===== src/rtl/sccb_pkg.sv =====
`default_nettype none
// ============================================================================
// Module   : sccb_pkg
// Brief    : Shared types and constants for the SCCB slave responder.
// Revision : 1.0 - initial release
// ============================================================================
package sccb_pkg;

  typedef enum logic [3:0] {
    ST_IDLE   = 4'd0,
    ST_DEVID  = 4'd1,
    ST_ACK_ID = 4'd2,
    ST_ADDR_H = 4'd3,
    ST_ACK_AH = 4'd4,
    ST_ADDR_L = 4'd5,
    ST_ACK_AL = 4'd6,
    ST_WDATA  = 4'd7,
    ST_ACK_WD = 4'd8,
    ST_RDATA  = 4'd9,
    ST_MACK   = 4'd10,
    ST_IGNORE = 4'd11
  } sccb_state_e;

  localparam logic [6:0] SCCB_DEV_ID = 7'h3C;
  localparam logic       SCCB_WR_BIT = 1'b0;
  localparam logic       SCCB_RD_BIT = 1'b1;

endpackage
`default_nettype wire


===== src/rtl/sccb_line_sync.sv =====
`default_nettype none
// ============================================================================
// Module   : sccb_line_sync
// Brief    : SCL/SDA synchronizers with registered edge, START and STOP events.
// Revision : 1.0 - initial release
// ============================================================================
module sccb_line_sync (
  input  logic clk,
  input  logic rstn,
  input  logic i_scl,
  input  logic i_sda,
  output logic o_scl_rise,
  output logic o_scl_fall,
  output logic o_start,
  output logic o_stop,
  output logic o_sda
);

  logic r_scl_meta, r_scl_sync, r_scl_hist;
  logic r_sda_meta, r_sda_sync, r_sda_hist;
  logic r_scl_rise, r_scl_fall, r_start, r_stop;
  logic w_scl_steady_hi;

  // An SCL change in the same sample as an SDA change makes this false,
  // so such a sample is treated as a data bit rather than START/STOP.
  assign w_scl_steady_hi = r_scl_sync & r_scl_hist;

  always_ff @(posedge clk or negedge rstn) begin
    if (!rstn) begin
      r_scl_meta <= 1'b1;
      r_scl_sync <= 1'b1;
      r_scl_hist <= 1'b1;
      r_sda_meta <= 1'b1;
      r_sda_sync <= 1'b1;
      r_sda_hist <= 1'b1;
      r_scl_rise <= 1'b0;
      r_scl_fall <= 1'b0;
      r_start    <= 1'b0;
      r_stop     <= 1'b0;
    end else begin
      r_scl_meta <= i_scl;
      r_scl_sync <= r_scl_meta;
      r_scl_hist <= r_scl_sync;
      r_sda_meta <= i_sda;
      r_sda_sync <= r_sda_meta;
      r_sda_hist <= r_sda_sync;
      r_scl_rise <= r_scl_sync & ~r_scl_hist;
      r_scl_fall <= ~r_scl_sync & r_scl_hist;
      r_start    <= w_scl_steady_hi & ~r_sda_sync & r_sda_hist;
      r_stop     <= w_scl_steady_hi & r_sda_sync & ~r_sda_hist;
    end
  end

  assign o_scl_rise = r_scl_rise;
  assign o_scl_fall = r_scl_fall;
  assign o_start    = r_start;
  assign o_stop     = r_stop;
  assign o_sda      = r_sda_hist;

endmodule
`default_nettype wire


===== src/rtl/sccb_slave_responder.sv =====
`default_nettype none
// ============================================================================
// Module   : sccb_slave_responder
// Brief    : SCCB slave with 16-bit register addressing and an 8-bit register file.
// Revision : 1.0 - initial release
// ============================================================================
module sccb_slave_responder
  import sccb_pkg::*;
#(
  parameter logic [6:0]  DEV_ID = SCCB_DEV_ID,
  parameter int unsigned MEM_AW = 8
) (
  input  logic        clk,
  input  logic        rstn,
  input  logic        scl_in,
  input  logic        sda_in,
  output logic        sda_oe,
  output logic        busy,
  output logic        wr_valid,
  output logic [15:0] wr_addr,
  output logic [7:0]  wr_data
);

  localparam int unsigned MEM_DEPTH = 1 << MEM_AW;

  logic w_rise, w_fall, w_start, w_stop, w_sda;
  sccb_state_e r_state, w_state_nxt;

  logic [2:0]  r_cnt;
  logic [6:0]  r_shift;
  logic [7:0]  r_addr_h;
  logic [15:0] r_ptr;
  logic [7:0]  r_rdbuf;
  logic        r_rw, r_ackd, r_sda_oe, r_busy, r_wr_valid;
  logic [15:0] r_wr_addr;
  logic [7:0]  r_wr_data;
  logic [MEM_DEPTH-1:0][7:0] r_mem;

  logic [7:0]  w_byte;
  logic        w_last, w_id_match, w_ack_st;
  logic [15:0] w_ptr_inc;
  logic [2:0]  w_rd_idx;

  sccb_line_sync u_line_sync (
    .clk        (clk),
    .rstn       (rstn),
    .i_scl      (scl_in),
    .i_sda      (sda_in),
    .o_scl_rise (w_rise),
    .o_scl_fall (w_fall),
    .o_start    (w_start),
    .o_stop     (w_stop),
    .o_sda      (w_sda)
  );

  assign w_byte     = {r_shift, w_sda};
  assign w_last     = (r_cnt == 3'd7);
  assign w_id_match = (w_byte[7:1] == DEV_ID);
  assign w_ptr_inc  = r_ptr + 16'd1;
  assign w_rd_idx   = 3'd7 - r_cnt;
  assign w_ack_st   = (r_state == ST_ACK_ID) || (r_state == ST_ACK_AH) ||
                      (r_state == ST_ACK_AL) || (r_state == ST_ACK_WD);

  always_ff @(posedge clk or negedge rstn) begin
    if (!rstn) r_state <= ST_IDLE;
    else       r_state <= w_state_nxt;
  end

  // Byte states advance on the 8th SCL rise; ACK states leave on their second SCL fall.
  always_comb begin
    w_state_nxt = r_state;
    if (w_stop) begin
      w_state_nxt = ST_IDLE;
    end else if (w_start) begin
      w_state_nxt = ST_DEVID;
    end else begin
      case (r_state)
        ST_DEVID:  if (w_rise && w_last) w_state_nxt = w_id_match ? ST_ACK_ID : ST_IGNORE;
        ST_ACK_ID: if (w_fall && r_ackd) w_state_nxt = (r_rw == SCCB_RD_BIT) ? ST_RDATA : ST_ADDR_H;
        ST_ADDR_H: if (w_rise && w_last) w_state_nxt = ST_ACK_AH;
        ST_ACK_AH: if (w_fall && r_ackd) w_state_nxt = ST_ADDR_L;
        ST_ADDR_L: if (w_rise && w_last) w_state_nxt = ST_ACK_AL;
        ST_ACK_AL: if (w_fall && r_ackd) w_state_nxt = ST_WDATA;
        ST_WDATA:  if (w_rise && w_last) w_state_nxt = ST_ACK_WD;
        ST_ACK_WD: if (w_fall && r_ackd) w_state_nxt = ST_WDATA;
        ST_RDATA:  if (w_rise && w_last) w_state_nxt = ST_MACK;
        ST_MACK:   if (w_rise) w_state_nxt = w_sda ? ST_IGNORE : ST_RDATA;
        default:   w_state_nxt = r_state;
      endcase
    end
  end

  always_ff @(posedge clk or negedge rstn) begin
    if (!rstn) begin
      r_cnt      <= '0;
      r_shift    <= '0;
      r_addr_h   <= '0;
      r_ptr      <= '0;
      r_rdbuf    <= '0;
      r_rw       <= 1'b0;
      r_ackd     <= 1'b0;
      r_sda_oe   <= 1'b0;
      r_busy     <= 1'b0;
      r_wr_valid <= 1'b0;
      r_wr_addr  <= '0;
      r_wr_data  <= '0;
      r_mem      <= '0;
    end else begin
      r_wr_valid <= 1'b0;
      if (w_stop) begin
        r_sda_oe <= 1'b0;
        r_busy   <= 1'b0;
        r_cnt    <= '0;
        r_ackd   <= 1'b0;
      end else if (w_start) begin
        r_sda_oe <= 1'b0;
        r_cnt    <= '0;
        r_ackd   <= 1'b0;
      end else if (w_rise) begin
        case (r_state)
          ST_DEVID, ST_ADDR_H, ST_ADDR_L, ST_WDATA: begin
            r_shift <= w_byte[6:0];
            r_cnt   <= r_cnt + 3'd1;
            if (w_last) begin
              if (r_state == ST_DEVID) begin
                r_rw   <= w_sda;
                r_busy <= w_id_match;
                if (w_sda == SCCB_RD_BIT) r_rdbuf <= r_mem[r_ptr[MEM_AW-1:0]];
              end
              if (r_state == ST_ADDR_H) r_addr_h <= w_byte;
              if (r_state == ST_ADDR_L) r_ptr <= {r_addr_h, w_byte};
              if (r_state == ST_WDATA) begin
                r_mem[r_ptr[MEM_AW-1:0]] <= w_byte;
                r_wr_valid <= 1'b1;
                r_wr_addr  <= r_ptr;
                r_wr_data  <= w_byte;
                r_ptr      <= w_ptr_inc;
              end
            end
          end
          ST_RDATA: r_cnt <= r_cnt + 3'd1;
          ST_MACK: begin
            if (!w_sda) begin
              r_ptr   <= w_ptr_inc;
              r_rdbuf <= r_mem[w_ptr_inc[MEM_AW-1:0]];
              r_cnt   <= '0;
            end
          end
          default: ;
        endcase
      end else if (w_fall) begin
        if (w_ack_st) begin
          if (!r_ackd) begin
            r_sda_oe <= 1'b1;
            r_ackd   <= 1'b1;
          end else begin
            // The fall that ends the ID ACK of a read also launches data bit 7.
            r_ackd   <= 1'b0;
            r_sda_oe <= (r_state == ST_ACK_ID && r_rw == SCCB_RD_BIT) ? ~r_rdbuf[7] : 1'b0;
          end
        end else if (r_state == ST_RDATA) begin
          r_sda_oe <= ~r_rdbuf[w_rd_idx];
        end else begin
          r_sda_oe <= 1'b0;
        end
      end
    end
  end

  assign sda_oe   = r_sda_oe;
  assign busy     = r_busy;
  assign wr_valid = r_wr_valid;
  assign wr_addr  = r_wr_addr;
  assign wr_data  = r_wr_data;

endmodule
`default_nettype wire


===== config.mk =====
export PLATFORM = sky130hd
export DESIGN_NAME = sccb_slave_responder
export DESIGN_NICKNAME = d
export VERILOG_FILES = /design/src/rtl/sccb_pkg.sv /design/src/rtl/sccb_line_sync.sv /design/src/rtl/sccb_slave_responder.sv
export SDC_FILE = /design/constraint.sdc
export NUM_CORES = 2
export LEC_CHECK = 0
export BUFFER_PORTS_ARGS = -buffer_cell sky130_fd_sc_hd__buf_2
export CELL_PAD_IN_SITES_DETAIL_PLACEMENT = 1
export CELL_PAD_IN_SITES_GLOBAL_PLACEMENT = 1
export CORE_MARGIN = 3
export CORE_UTILIZATION = 50
export DETAILED_ROUTE_END_ITERATION = 7
export PLACE_DENSITY_LB_ADDON = 0.1
export SLEW_MARGIN = 20
export SYNTH_ARGS = -nofsm -noshare
export SYNTH_HDL_FRONTEND = slang
export SYNTH_SLANG_ARGS = --single-unit

===== constraint.sdc =====
create_clock -name clk -period 4.4 [get_ports clk]
set_input_delay 0 -clock clk [delete_from_list [all_inputs] [get_ports clk]]
set_output_delay 0 -clock clk [all_outputs]
set_load 0.005 [all_outputs]

# --- Word level (Yosys, flattened, before mapping) ---
# Index checks and enable logic that the tools add are counted.
word_totals:
  ff_bits: 2133
  in_bits: 4
op_classes:
  n_addsub: 3
  magnitude_cmp: 4
  n_eq_ne: 29
  mux: 65
  bitwise_logic: 15
  n_reduce_logical: 31
op_table:
  columns: ["operator", "count"]
  rows:
  - ["2048-bit bitwise mux", 1]
  - ["8-bit binary-select mux with 8-bit select", 2]
  - ["8-bit demux with 8-bit select", 1]
  - ["16-bit 2-to-1 mux", 4]
  - ["8-bit 2-to-1 mux", 7]
  - ["4-bit 2-to-1 mux", 13]
  - ["4-bit one-hot mux with 9 select lines", 1]
  - ["16-bit one-hot mux with 2 select lines", 1]
  - ["1-bit 2-to-1 mux", 27]
  - ["4-bit by 2-bit inequality test with 1-bit output, second input constant", 6]
  - ["8-bit by 9-bit < comparator with 1-bit output, second input constant", 2]
  - ["6-bit AND reduction", 3]
  - ["16-bit by 1-bit adder with 16-bit output, second input constant", 1]
  - ["4-bit by 3-bit equality test with 1-bit output, second input constant", 4]
  - ["8-bit one-hot mux with 2 select lines", 1]
  - ["4-bit equality test, second input constant", 3]
  - ["3-bit 2-to-1 mux", 4]
  - ["4-bit by 1-bit inequality test with 1-bit output, second input constant", 3]
  - ["11-bit nonzero test", 1]
  - ["10-bit AND reduction", 1]
  - ["2-bit nonzero test", 5]
  - ["3-bit nonzero test", 3]
  - ["4-bit by 2-bit equality test with 1-bit output, second input constant", 2]
  - ["8-bit by 1-bit greater-or-equal comparator with 1-bit output, second input constant", 1]
  - ["27 further kinds", 50]

# --- Longest topological paths before layout ---
depth:
  depth_word: 10
  ltp_mapped: 22
  ltp_nobuf: 10

# --- By module ---
# From an unflattened synthesis, not the netlist that was laid out.
unflattened:
  cells_unflattened: 7428
  area_unflattened_um2: 114608.7
by_module_without_submodules:
  columns: ["module", "n_inst", "cells_each", "area_each_um2"]
  rows:
  - ["sccb_slave_responder", 1, 7414, 114318.4]
  - ["sccb_line_sync", 1, 14, 290.3]

# --- Worst setup path before layout ---
# No wires, ideal clock.
synth_path:
  kind: "flip-flop to flip-flop"
  start: "register r_ptr[0]"
  end: "register r_rdbuf[3]"
  arrival_time_ps: 4482
  path_slack_ps: -202
  stages_incl_launch_ff: 19
  n_path_buf: 11
  synth_period_minus_slack_ps: 4602
  cell_sequence: "dfrtp_1 -> buf_2 -> buf_6 -> buf_4 -> buf_4 -> buf_2 -> buf_2 -> buf_4 -> inv_1 -> ha_1 -> buf_2 -> buf_2 -> clkbuf_1 -> buf_1 -> mux4_2 -> mux4_2 -> a311oi_1 -> o211ai_1 -> and3_1"
synth_between:
  elab_chain_len: 6
synth_rtl:
  columns: ["element", "line_no", "source"]
  rows:
  - ["start: declaration", "sccb_slave_responder.sv:32", "logic [15:0] r_ptr;"]
  - ["start signal: assignment", "sccb_slave_responder.sv:131", "if (r_state == ST_ADDR_L) r_ptr <= {r_addr_h, w_byte};"]
  - ["start signal: assignment", "sccb_slave_responder.sv:137", "r_ptr <= w_ptr_inc;"]
  - ["start signal: assignment", "sccb_slave_responder.sv:144", "r_ptr <= w_ptr_inc;"]
  - ["parallel branches: the longest is 5 deep, another holds 16-bit by 1-bit adder with 16-bit output", null, null]
  - ["8-bit one-hot mux with 2 select lines (*)", "sccb_slave_responder.sv:120", "case (r_state)"]
  - ["end signal: assignment", "sccb_slave_responder.sv:128", "if (w_sda == SCCB_RD_BIT) r_rdbuf <= r_mem[r_ptr[MEM_AW-1:0]];"]
  - ["end signal: assignment", "sccb_slave_responder.sv:145", "r_rdbuf <= r_mem[w_ptr_inc[MEM_AW-1:0]];"]
  - ["end: declaration", "sccb_slave_responder.sv:33", "logic [7:0] r_rdbuf;"]
# Mark *: on every way between the ends. The select of a mux whose other input is x is not followed.
# A chain may end at the register's enable or synchronous reset.

# --- Worst setup path after layout ---
layout_path:
  start: "register r_ptr[1]"
  end: "register r_rdbuf[5]"
# Same word-level chain as after synthesis.

==> flow_summary_export.csv <==
group,metric,value,unit
clocking,cts.path.max_buffers,3,
sta,rsz0062_at_grt,"false",
sta,tightestPinTransition,1.180,ns
synth,synth_area,0.1133,mm²
sta,slew_viol_final,0,
clocking,cts-buffers-inserted,232,
power,p_leak,56.44,nW
routing,drt-initial-drc-count,7841,
worst_hold_path,hold_class,"in2async",
global_route,gr-usage-all-layers,34.93,%
global_route,grt_max_degree,171,
clocking,clock_latency,0.91,ns
worst_setup_path,rrSetupSlack,0.06,ns
synth,synth-edff-count,0,
synth,yosysMostFrequentCell,"dfrtp_1",
routing,drt_pass1_iterations,6,
synth,ys_types,74,
worst_setup_path,start_kind,"flop",
sta,min_period,4.337,ns
synth,synth_area_leaders,"dfrtp_1, mux4_2, mux2_2, nand2_1, clkbuf_1",
power,ir_worst_vdd,0.5284,mV
global_route,grt_pass1_vias,78760,
sta,max_slew_margin,21.32,%
clocking,cts_hold_buf,6,
place,dpl_cell_area,0.1186,mm²
synth,synth_top_area_share,46.98,%
global_route,grt_pass1_wl,586.2,mm
synth,async_flop_share,100.0,%
routing,drtAntennaViolNets,0,
die,die-area,0.2323,mm²
synth,ys_ff_latch,2133,
routing,via_per_inst,7.033,
die,dieWidth,482.0,µm
die,dieHeight,482.0,µm
routing,avgRoutedWirePerCell,37.74,µm
global_route,overflow,0,
synth,ys_warn_count,0,
sta,period_share,98.56,%
sta,max_freq,230.6,MHz
run,cap_violations,0,
place,dp_hpwl,267.4,mm
routing,routed_wl,403.9,mm
worst_setup_path,critPathKind,"reg2reg",
sta,setup_violations,0,
cells_and_area,fin_area,0.1269,mm²
synth,synth_nets,7463,
synth,postSynthAreaPerCell,15.20,µm²
sta,finalHoldViolCount,0,
routing,vias,75270,
cells_and_area,nNetsFinal,7510,
clocking,cts_setup_buffers,0,
place,port-buffer-count,30,
global_route,grt_antenna_before_repair,21,
routing,drc,0,
sta,hold_slack,0.02443,ns
sta,skew,0.06283,ns
power,power-per-cell-area,391.2,mW/mm²
synth,synthTopCellsByCount,"dfrtp_1, mux2_2, mux4_2",
synth,syn_inst,7453,
run_status,status,"completed",
worst_setup_path,cp.arrival,5.14,ns
synth,netlist.top_cell.by_area,"dfrtp_1",
synth,ys_seq_area_share,47.12,%
worst_setup_path,cp.required,5.21,ns
place,gp_congestion,0.9280,
die,core-area,0.2251,mm²
worst_setup_path,rr_startpoint,"r_ptr[1]",
clocking,cts_resized,0,
clocking,cts_tree,"built",
synth,synthFlopType,"dfrtp_1",
cells_and_area,drive_gt1_share,53.71,%
worst_setup_path,path_max_fanout,49,
cells_and_area,area_growth,11.98,%
die,io_pins,31,
clocking,cts.clk_slew.worst_paths,0.07,ns
worst_setup_path,reg2reg_depth,11,
die,rows,174,
worst_setup_path,crit_path_end_kind,"flop",
die,initial_utilization,50.33,%
clocking,clock_sinks,2133,
clocking,h-tree-depth,4,
clocking,root_buffer,"clkbuf_16",
worst_setup_path,r2r_end,"r_rdbuf[5]",
## stage by stage
stage / power (W) / std cells / worst slack [ns] / utilization (%) / setup TNS [ns]
final: 0.04963 / 10700 / 0.06324 / 56.36 / 0
after detailed placement: 0.02899 / 10250 / 0.2378 / 52.67 / 0
after global routing: 0.05119 / 10700 / 0.001267 / 56.35 / 0
after global placement: 0.02886 / 10250 / 0.2127 / 52.67 / 0
after CTS: 0.04982 / 10690 / 0.1970 / 56.34 / 0
after floorplan: 0.02538 / 7453 / -0.01070 / - / -0.01838
## layout by cell type, fill, tap and decap left out, types with 7 or more instances in the layout
cell       count
buf_12        76
mux2i_1       40
a32oi_1       10
o22ai_1       14
nor2_1       173
clkinv_2      49
nor2b_1       10
xnor2_2        7
mux2_2      2060
a311oi_1      10
a22oi_1      159
dfrtp_1     2115
bufinv_16     24
clkbuf_8      59
diode_2        9
buf_2         29
nor2_2        20
and2_1        18
mux4_2      1154
dfrtp_4       11
nor3_1        26
clkbuf_1      47
o221ai_1       8
a21oi_1      120
buf_4        355
nand4_1       22
clkbuf_16    234
nand3_1       86
nor4_1        11
a22o_1        10
and3_1        27
nand2_1      502
o21ai_0       34
a31oi_1       19
## layout make-up
class | count | area (µm²)
clock inverters | 96 | 1333
diodes | 9 | 22.52
well taps | 2992 | 3744
multi-input cells | 4657 | 57040
clock buffers | 340 | 6844
fillers | 20700 | 98240
repair buffers | 466 | 4409
flip-flops and latches | 2133 | 53430
inverters | 10 | 42.54
## power breakdown
group | leakage (nW) | internal (W) | switching, W
logic | 22.7 | 0.00234 | 0.00598
clock network | 4.03 | 0.0122 | 0.00868
registers | 29.8 | 0.0197 | 0.000714
## worst max-delay path: stages, from the launching register on
cell	delay, ns
dfrtp_4	0.58
inv_1	0.14
ha_4	0.59
buf_12	0.35
mux4_2	0.42
mux4_2	0.55
a22oi_1	0.40
buf_4	0.23
a21oi_1	0.11
o21ai_0	0.50
nand3_1	0.14
o211a_1	0.13
## layer usage
layer | GRT usage [%] | routed length, µm
met5 | 0 | 64
met1 | 48.17 | 162400
met2 | 52.89 | 185200
met3 | 8.556 | 35160
met4 | 15.66 | 21100
## cell families (layout without fill, tap and decap cells)
logic type	after synthesis	after routing	synth area share [%]
muxes	3254	3254	43.77
DFF	2133	2133	47.12
and+or+nand+nor	935	935	3.575
buffers and inverters	663	912	2.688
AOI/OAI and AO/OA	450	450	2.690
xor gates and xnor gates	12	12	0.09278
adders and majority gates	6	6	0.06626
other	0	9	0
## registers in the layout (all words and copies together) (netlist names), 3 cells and up
register  cells
r_mem      2048
r_ptr        16
wr_addr      16
r_addr_h      8
r_rdbuf       8
wr_data       8
r_shift       7
r_state       4
r_cnt         3
## worst max path at each step
stage	startpoint	to	slack, ns	depth (start not counted)
floorplan	r_ptr[0]	r_rdbuf[3]	-0.01	18
global placement	r_ptr[1]	r_rdbuf[5]	0.21	11
detailed placement	r_ptr[1]	r_rdbuf[5]	0.24	11
CTS	r_ptr[1]	r_rdbuf[5]	0.20	11
global route	r_ptr[1]	r_rdbuf[3]	0.001	11
finish	r_ptr[1]	r_rdbuf[5]	0.06	11
Power figures use the tool's default switching activity.
